<file path="src/rtl/sys_rst_pkg.sv">
// Shared types and helpers for the SoC reset/boot sequencer.
package sys_rst_pkg;

  typedef enum logic [2:0] {
    ST_HOLD    = 3'd0,
    ST_CFG     = 3'd1,
    ST_WAIT_LK = 3'd2,
    ST_RELEASE = 3'd3,
    ST_RUN     = 3'd4,
    ST_FAULT   = 3'd5
  } rst_state_e;

  localparam int unsigned DEF_PLL_CFG_W = 6;
  localparam logic [DEF_PLL_CFG_W-1:0] DEF_PLL_CFG = 6'b000001;

  // Width of one down-counter able to hold the largest of the four phase lengths.
  function automatic int unsigned cnt_width(input int unsigned a, input int unsigned b,
                                            input int unsigned c, input int unsigned d);
    int unsigned m;
    m = a;
    if (b > m) m = b;
    if (c > m) m = c;
    if (d > m) m = d;
    return unsigned'($clog2(m)) + 1;
  endfunction

endpackage

</file>
<file path="src/rtl/sync_2ff.sv">
// Two-flop synchroniser for a single level signal, clears to 0 on reset.
module sync_2ff (
  input  logic clk,
  input  logic rst_n,
  input  logic d,
  output logic q
);

  logic meta;

  always_ff @(posedge clk or negedge rst_n) begin
    if (!rst_n) begin
      meta <= 1'b0;
      q    <= 1'b0;
    end else begin
      meta <= d;
      q    <= meta;
    end
  end

endmodule

</file>
<file path="src/rtl/sys_reset_sequencer.sv">
// Power-on/boot sequencer: holds reset, programs the PLL, waits for lock,
// then releases the reset domains one by one with a fixed stagger.
module sys_reset_sequencer
  import sys_rst_pkg::*;
#(
  parameter int unsigned          NUM_DOM     = 3,
  parameter int unsigned          PLL_CFG_W   = 6,
  parameter logic [PLL_CFG_W-1:0] PLL_CFG_DEF = PLL_CFG_W'(DEF_PLL_CFG),
  parameter int unsigned          HOLD_CYC    = 102,
  parameter int unsigned          SETTLE_CYC  = 16,
  parameter int unsigned          LOCK_TMO    = 4096,
  parameter int unsigned          STAGGER_CYC = 8
) (
  input  logic                 sys_clk,
  input  logic                 rst_n,
  input  logic                 cfg_ovr_valid,
  input  logic [PLL_CFG_W-1:0] cfg_ovr,
  input  logic                 sw_reboot,
  input  logic                 pll_lock,
  output logic [PLL_CFG_W-1:0] pll_cfg_o,
  output logic [NUM_DOM-1:0]   dom_rst_n_o,
  output logic                 boot_done_o,
  output logic                 fault_o
);

  localparam int unsigned CNT_W = cnt_width(HOLD_CYC, SETTLE_CYC, LOCK_TMO, STAGGER_CYC);
  localparam int unsigned IDX_W = (NUM_DOM > 1) ? unsigned'($clog2(NUM_DOM)) : 1;

  localparam logic [CNT_W-1:0] HOLD_LD    = CNT_W'(HOLD_CYC - 1);
  localparam logic [CNT_W-1:0] SETTLE_LD  = CNT_W'(SETTLE_CYC - 1);
  localparam logic [CNT_W-1:0] TMO_LD     = CNT_W'(LOCK_TMO - 1);
  localparam logic [CNT_W-1:0] STAGGER_LD = CNT_W'(STAGGER_CYC - 1);
  localparam logic [IDX_W-1:0] LAST_IDX   = IDX_W'(NUM_DOM - 1);

  rst_state_e           state_q, state_d;
  logic [CNT_W-1:0]     cnt_q, cnt_d;
  logic [IDX_W-1:0]     idx_q, idx_d;
  logic [NUM_DOM-1:0]   dom_q, dom_d;
  logic                 boot_q, boot_d;
  logic                 fault_q, fault_d;
  logic [PLL_CFG_W-1:0] pll_q, pll_d;
  logic [PLL_CFG_W-1:0] latch_q, latch_d;
  logic                 lock_s;

  sync_2ff u_lock_sync (
    .clk   (sys_clk),
    .rst_n (rst_n),
    .d     (pll_lock),
    .q     (lock_s)
  );

  always_ff @(posedge sys_clk or negedge rst_n) begin
    if (!rst_n) begin
      state_q <= ST_HOLD;
      cnt_q   <= HOLD_LD;
      idx_q   <= '0;
      dom_q   <= '0;
      boot_q  <= 1'b0;
      fault_q <= 1'b0;
      pll_q   <= PLL_CFG_DEF;
      latch_q <= PLL_CFG_DEF;
    end else begin
      state_q <= state_d;
      cnt_q   <= cnt_d;
      idx_q   <= idx_d;
      dom_q   <= dom_d;
      boot_q  <= boot_d;
      fault_q <= fault_d;
      pll_q   <= pll_d;
      latch_q <= latch_d;
    end
  end

  // Next state; priority is sw_reboot, then lock loss, then counter expiry.
  always_comb begin
    state_d = state_q;
    cnt_d   = cnt_q;
    idx_d   = idx_q;
    dom_d   = dom_q;
    boot_d  = boot_q;
    fault_d = fault_q;
    pll_d   = pll_q;
    latch_d = cfg_ovr_valid ? cfg_ovr : latch_q;

    if (sw_reboot && (state_q != ST_HOLD)) begin
      state_d = ST_CFG;
      cnt_d   = SETTLE_LD;
      idx_d   = '0;
      dom_d   = '0;
      boot_d  = 1'b0;
      fault_d = 1'b0;
      pll_d   = latch_d;
    end else begin
      case (state_q)
        ST_HOLD: begin
          if (cnt_q == '0) begin
            state_d = ST_CFG;
            cnt_d   = SETTLE_LD;
            pll_d   = latch_d;
          end else begin
            cnt_d = cnt_q - CNT_W'(1);
          end
        end
        ST_CFG: begin
          if (cnt_q == '0) begin
            state_d = ST_WAIT_LK;
            cnt_d   = TMO_LD;
          end else begin
            cnt_d = cnt_q - CNT_W'(1);
          end
        end
        ST_WAIT_LK: begin
          if (lock_s) begin
            state_d = ST_RELEASE;
            idx_d   = '0;
            dom_d   = NUM_DOM'(1);
            cnt_d   = STAGGER_LD;
          end else if (cnt_q == '0) begin
            state_d = ST_FAULT;
            fault_d = 1'b1;
            dom_d   = '0;
          end else begin
            cnt_d = cnt_q - CNT_W'(1);
          end
        end
        ST_RELEASE: begin
          if (!lock_s) begin
            state_d = ST_WAIT_LK;
            cnt_d   = TMO_LD;
            dom_d   = '0;
            boot_d  = 1'b0;
          end else if (idx_q == LAST_IDX) begin
            state_d = ST_RUN;
            boot_d  = 1'b1;
          end else if (cnt_q == '0) begin
            idx_d = idx_q + IDX_W'(1);
            dom_d = dom_q | (NUM_DOM'(1) << idx_d);
            cnt_d = STAGGER_LD;
          end else begin
            cnt_d = cnt_q - CNT_W'(1);
          end
        end
        ST_RUN: begin
          if (!lock_s) begin
            state_d = ST_WAIT_LK;
            cnt_d   = TMO_LD;
            dom_d   = '0;
            boot_d  = 1'b0;
          end
        end
        ST_FAULT: begin
          dom_d   = '0;
          fault_d = 1'b1;
        end
        default: begin
          state_d = ST_HOLD;
          cnt_d   = HOLD_LD;
          dom_d   = '0;
          boot_d  = 1'b0;
        end
      endcase
    end
  end

  assign pll_cfg_o   = pll_q;
  assign dom_rst_n_o = dom_q;
  assign boot_done_o = boot_q;
  assign fault_o     = fault_q;

endmodule

</file>
<file path="config.mk">
export PLATFORM = sky130hd
export DESIGN_NAME = sys_reset_sequencer
export DESIGN_NICKNAME = d
export VERILOG_FILES = /design/src/rtl/sys_rst_pkg.sv /design/src/rtl/sync_2ff.sv /design/src/rtl/sys_reset_sequencer.sv
export SDC_FILE = /design/constraint.sdc
export NUM_CORES = 1
export LEC_CHECK = 0
export CAP_MARGIN = 20
export CORE_ASPECT_RATIO = 0.8
export CORE_UTILIZATION = 55
export CTS_CLUSTER_SIZE = 16
export DETAILED_ROUTE_END_ITERATION = 10
export PLACE_DENSITY = 0.78
export SYNTH_ARGS = -nofsm -noshare
export SYNTH_HDL_FRONTEND = slang
export SYNTH_HIERARCHICAL = 1
export SYNTH_SLANG_ARGS = --single-unit
</file>
<file path="constraint.sdc">
create_clock -name sys_clk -period 2.8 [get_ports sys_clk]
set_input_delay 0.56 -clock sys_clk [delete_from_list [all_inputs] [get_ports sys_clk]]
set_output_delay 0.56 -clock sys_clk [all_outputs]
set_load 0.02 [all_outputs]
</file>
# Yosys cells after proc, flatten, opt, wreduce, memory -nomap -nowiden
# Cells that the tools add are included.
classes:
  add_sub_neg: 2
  eq_ne: 23
  shifts: 1
  muxes: 46
  bitwise_logic: 1
  reduce_logical: 17
ops:
  columns: ["op", "n"]
  rows:
  - ["2-to-1 mux 13 bit", 9]
  - ["case mux 13 bit (6 select lines)", 1]
  - ["2-to-1 mux 3 bit", 15]
  - ["2-to-1 mux 6 bit", 4]
  - ["!= test 3 bit, second input constant", 7]
  - ["case mux 3 bit (6 select lines)", 1]
  - ["logical NOT 13 bit", 1]
  - ["subtractor 13 x 1 -> 13 bit, second input constant", 1]
  - ["!= test 4 bit, second input constant", 3]
  - ["case mux 3 bit (4 select lines)", 1]
  - ["2-to-1 mux 2 bit", 5]
  - ["AND reduction 5 bit", 2]
  - ["nonzero test 3 bit", 3]
  - ["!= test 4 x 3 -> 1 bit, second input constant", 2]
  - ["2-to-1 mux 1 bit", 7]
  - ["== test 3 x 2 -> 1 bit, second input constant", 2]
  - ["== test 3 bit, second input constant", 2]
  - ["!= test 3 x 2 -> 1 bit, second input constant", 2]
  - ["AND reduction 3 bit", 2]
  - ["AND reduction 6 bit", 1]
  - ["!= test 2 x 1 -> 1 bit, second input constant", 2]
  - ["case mux 2 bit (2 select lines)", 1]
  - ["AND reduction 4 bit", 1]
  - ["nonzero test 2 bit", 2]
  - ["other kinds (13)", 13]
totals:
  reg_bits: 37
  inputBits: 11
  word_cells: 100

# Logic depth before layout (Yosys ltp)
depth:
  word_depth: 8
  mapped_depth: 10
  depth_no_buf: 8

# Hierarchy
# The synthesis kept the hierarchy.
by_module_without_submodules:
  columns: ["mod", "instances", "cells_per_inst", "area_each_um2"]
  rows:
  - ["sys_reset_sequencer", 1, 281, 2386.0]
  - ["sync_2ff", 1, 2, 50.0]

# Worst setup path after synthesis
# OpenSTA, ideal clock, no wires.
synth_path:
  kind: "register to register"
  startpoint: "reg cnt_q[0]"
  endpoint: "reg cnt_q[6]"
  setup_time_ns: 0.084
  arrival_time_ns: 2.001
  slack_ns: 0.715
  stages_incl_launch_ff: 10
  period_less_slack_ns: 2.085
  cell_sequence: "dfstp_2 -> inv_1 -> ha_1 -> nor4b_2 -> and4_1 -> buf_6 -> a211oi_4 -> nor2_2 -> and2_1 -> a311o_1"
synth_via:
  elab_chain_len: 6
  word_cells_on_any_way: 13
synth_lines:
  columns: ["item", "line_no", "text"]
  rows:
  - ["start: declaration", "sys_reset_sequencer.sv:36", "logic [CNT_W-1:0] cnt_q, cnt_d;"]
  - ["start signal: assignment", "sys_reset_sequencer.sv:64", "cnt_q <= cnt_d;"]
  - ["subtractor 13 x 1 -> 13 bit / logical NOT 13 bit (equally long branches)", null, null]
  - ["2-to-1 mux 13 bit", "sys_reset_sequencer.sv:135", "end else if (cnt_q == '0) begin"]
  - ["2-to-1 mux 13 bit", "sys_reset_sequencer.sv:132", "end else if (idx_q == LAST_IDX) begin"]
  - ["2-to-1 mux 13 bit", "sys_reset_sequencer.sv:127", "if (!lock_s) begin"]
  - ["case mux 13 bit (6 select lines)", "sys_reset_sequencer.sv:94", "case (state_q)"]
  - ["2-to-1 mux 13 bit", "sys_reset_sequencer.sv:85", "if (sw_reboot && (state_q != ST_HOLD)) begin"]
# Several ways; a longest one is shown, not always the timed one. The select of a mux whose other input is x is not followed.
# A chain may end at the register's enable or synchronous reset.

# Worst setup path in the final report
layout_path:
  startpoint: "reg cnt_q[0]"
  endpoint: "reg cnt_q[3]"
# Same word-level chain as after synthesis.

==> impl_metrics.yaml <==
die:
  dieArea_um2: 4700
  num_rows: 21
  initial_core_util_pct: 57.9
  io_pins: 22
  die_y_um: 61.5
  die_w_um: 76.4
  core-area_um2: 4200
route:
  vias_per_cell: 6.33
  drtAntennaViolNets: 0
  wl_per_cell_um: 17.7
  route.detailed.drc: 0
  drt_wl_total_um: 6460
  via_count: 2310
  dr.first_iter.drc_count: 267
  drtPass1Iterations: 5
synthesis:
  ys_seq_elements: 37
  ys_seq_area_share_pct: 38.3
  synth_area_um2: 2440
  synth_cell_type_count: 56
  ys.warnings.count: 6
  async_reset_ff_share_pct: 100
  synth_edf_count: 0
  postSynthAreaPerCell_um2: 8.61
  syn_inst: 283
  synth-main-ff-cell: "dfrtp_1"
  syn_nets: 299
power:
  p_clk_share_pct: 14.6
  p_int_mw: 1.41
  share_seq_of_total_power_pct: 34.5
  power.density_nw_per_um2: 895
  vdd_drop_max_mv: 0.494
  swShare_pct: 44.0
  p_comb_share_pct: 50.9
  p_leak_nw: 1.15
  p_sw_mw: 1.11
clocking:
  clock_path_buffers: 2
  clk_pin_slew_worst_paths_ps: 80
  cts_setup_buffers: 0
  htree_levels: 2
  holdBufCountCts: 0
  cts_made_buffers: 5
  post_cts_resized: 0
  cts_tree: "yes"
  clock-sinks: 37
  root_buffer: "clkbuf_8"
  clock_latency_ps: 290
global_routing:
  grt_pass1_vias: 2026
  antenna_found_initial: 0
  grt_pass1_wl_um: 10300
  grt_usage_pct: 29.1
  grt.overflow.total: 0
  grt_max_degree: 38
timing:
  rsz0062_at_grt: "false"
  drv_slew: 0
  finalSetupViolations: 0
  worst_pin_slew_ps: 837
  fmax_mhz: 408
  finalCritPeriodShare_pct: 87.6
  hold_violations: 0
  slew-limit-headroom_pct: 44.2
  min_period_ps: 2450
  clock_skew_ps: 8.90
  fin_setup_tns_ps: 0
layout:
  layout-drive-gt1-share_pct: 16.9
  ff_latch_area_um2: 933
  num_antenna_cells: 0
  fin_area_um2: 2820
  synthToLayoutAreaGrowth_pct: 15.6
  final_cell_mix: "nor2_1, o21ai_0, dfrtp_1, a21oi_1, clkdlybuf4s50_1"
  num-fill-cells: 343
  multi_input_area_um2: 1380
  fin_nets: 323
setup_path:
  start_kind: "register"
  critPathKind: "reg2reg"
  arrival_ps: 2640
  endpoint_kind: "register"
  critPathMaxFanout: 9
  worstPathRequired_ps: 2990
run_status:
  outcome: "completed"
run:
  cap_violations: 0
place:
  portBuffers: 21
  postPlaceCellArea_um2: 2730
  gp_congestion: 0.931
  hpwl_um: 4610
min_path:
  hp-class: "in2async"
==> metrics by stage <==
| step | hold slack [ps] | setup WS, ps | power [mW] | std cells | util [%] |
|---|---|---|---|---|---|
| finish | 365 | 348 | 2.52 | 365 | 67.0 |
| global route | 378 | 150 | 2.70 | 365 | 67.0 |
| CTS | 380 | 367 | 2.51 | 365 | 67.0 |
| detailed placement | 353 | 408 | 2.13 | 357 | 64.9 |
| global placement | 340 | 491 | 2.10 | 357 | 64.9 |
| floorplan | 264 | 715 | 1.69 | 283 | - |
==> registers in the layout (all words and copies together), names as in the netlist, 2 cells and up <==
register     cells
cnt_q           13
latch_q          6
state_q          3
pll_cfg_o        6
dom_rst_n_o      3
idx_q            2
==> per-layer routing <==
metal	GRT usage (%)	vias to the layer above	part of all wire, %
li1	-	1079	-
met1	40.3	1107	44
met2	46.1	117	46
met3	5.93	7	9.4
met4	10.7	0	1.0
met5	0	-	0
==> Yosys cell counts, drive strengths merged, types with 3 or more instances <==
cell type	instances	area share [%]
clkbuf	11	1.7
a31oi	4	1.0
buf	8	2.2
o31a	3	1.1
nand3	5	1.0
nand2	19	2.9
nor2	35	5.5
and2	4	1.0
dfrtp	31	32
nand2b	7	1.8
ha	5	2.6
o22ai	4	1.0
or2	3	0.77
a211oi	3	1.4
nor3	14	3.5
nor2b	4	1.0
inv	8	1.2
nand4b	3	1.1
dfstp	6	6.5
a21oi	22	4.7
o21ai	38	7.8
mux2	13	6.0
==> critical path: stages (launching register included) <==
cell,delay [ps]
dfstp_2,380
inv_1,90
ha_1,220
nor4b_2,290
and4_1,530
buf_4,250
o21ai_1,80
a21oi_1,170
o21ai_1,80
mux2_2,260
==> power by group through the flow <==
stage / registers (mW) / clock network, mW / logic (mW)
floorplan: 0.890 / 0 / 0.805
global placement: 0.865 / 0 / 1.24
detailed placement: 0.876 / 0 / 1.26
CTS: 0.869 / 0.378 / 1.27
global route: 0.895 / 0.396 / 1.41
finish: 0.870 / 0.369 / 1.28
==> cell type report <==
class,count,share of cell area (%)
Inverter,8,1.07
Tap cell,57,2.53
Multi-Input combinational cell,219,48.9
Clock inverter,3,0.622
Sequential cell,37,33.1
Clock buffer,5,2.44
Timing Repair Buffer,36,11.3
==> worst paths after layout <==
check / startpoint / end / slack [ps] / depth (start not counted)
setup / recovery: cnt_q[0] / cnt_q[3] / 350 / 9
hold / removal: rst_n / latch_q[1] / 370 / 1
setup reg to reg: cnt_q[0] / cnt_q[3] / 350 / 9
hold reg to reg: u_lock_sync/meta / u_lock_sync/q / 380 / 0
max in group asynchronous: rst_n / idx_q[1] / 1910 / 1
min in group sys_clk: u_lock_sync/meta / u_lock_sync/q / 380 / 0
==> cell families after synthesis <==
logic type	share of synthesized area [%]
and+or+nand+nor	21.9
AOI/OAI and AO/OA	25.7
DFF	38.3
buffers and inverters	5.14
muxes	6.01
adders and majority gates	2.57
xor gates and xnor gates	0.360
Power figures use the tool's default switching activity.
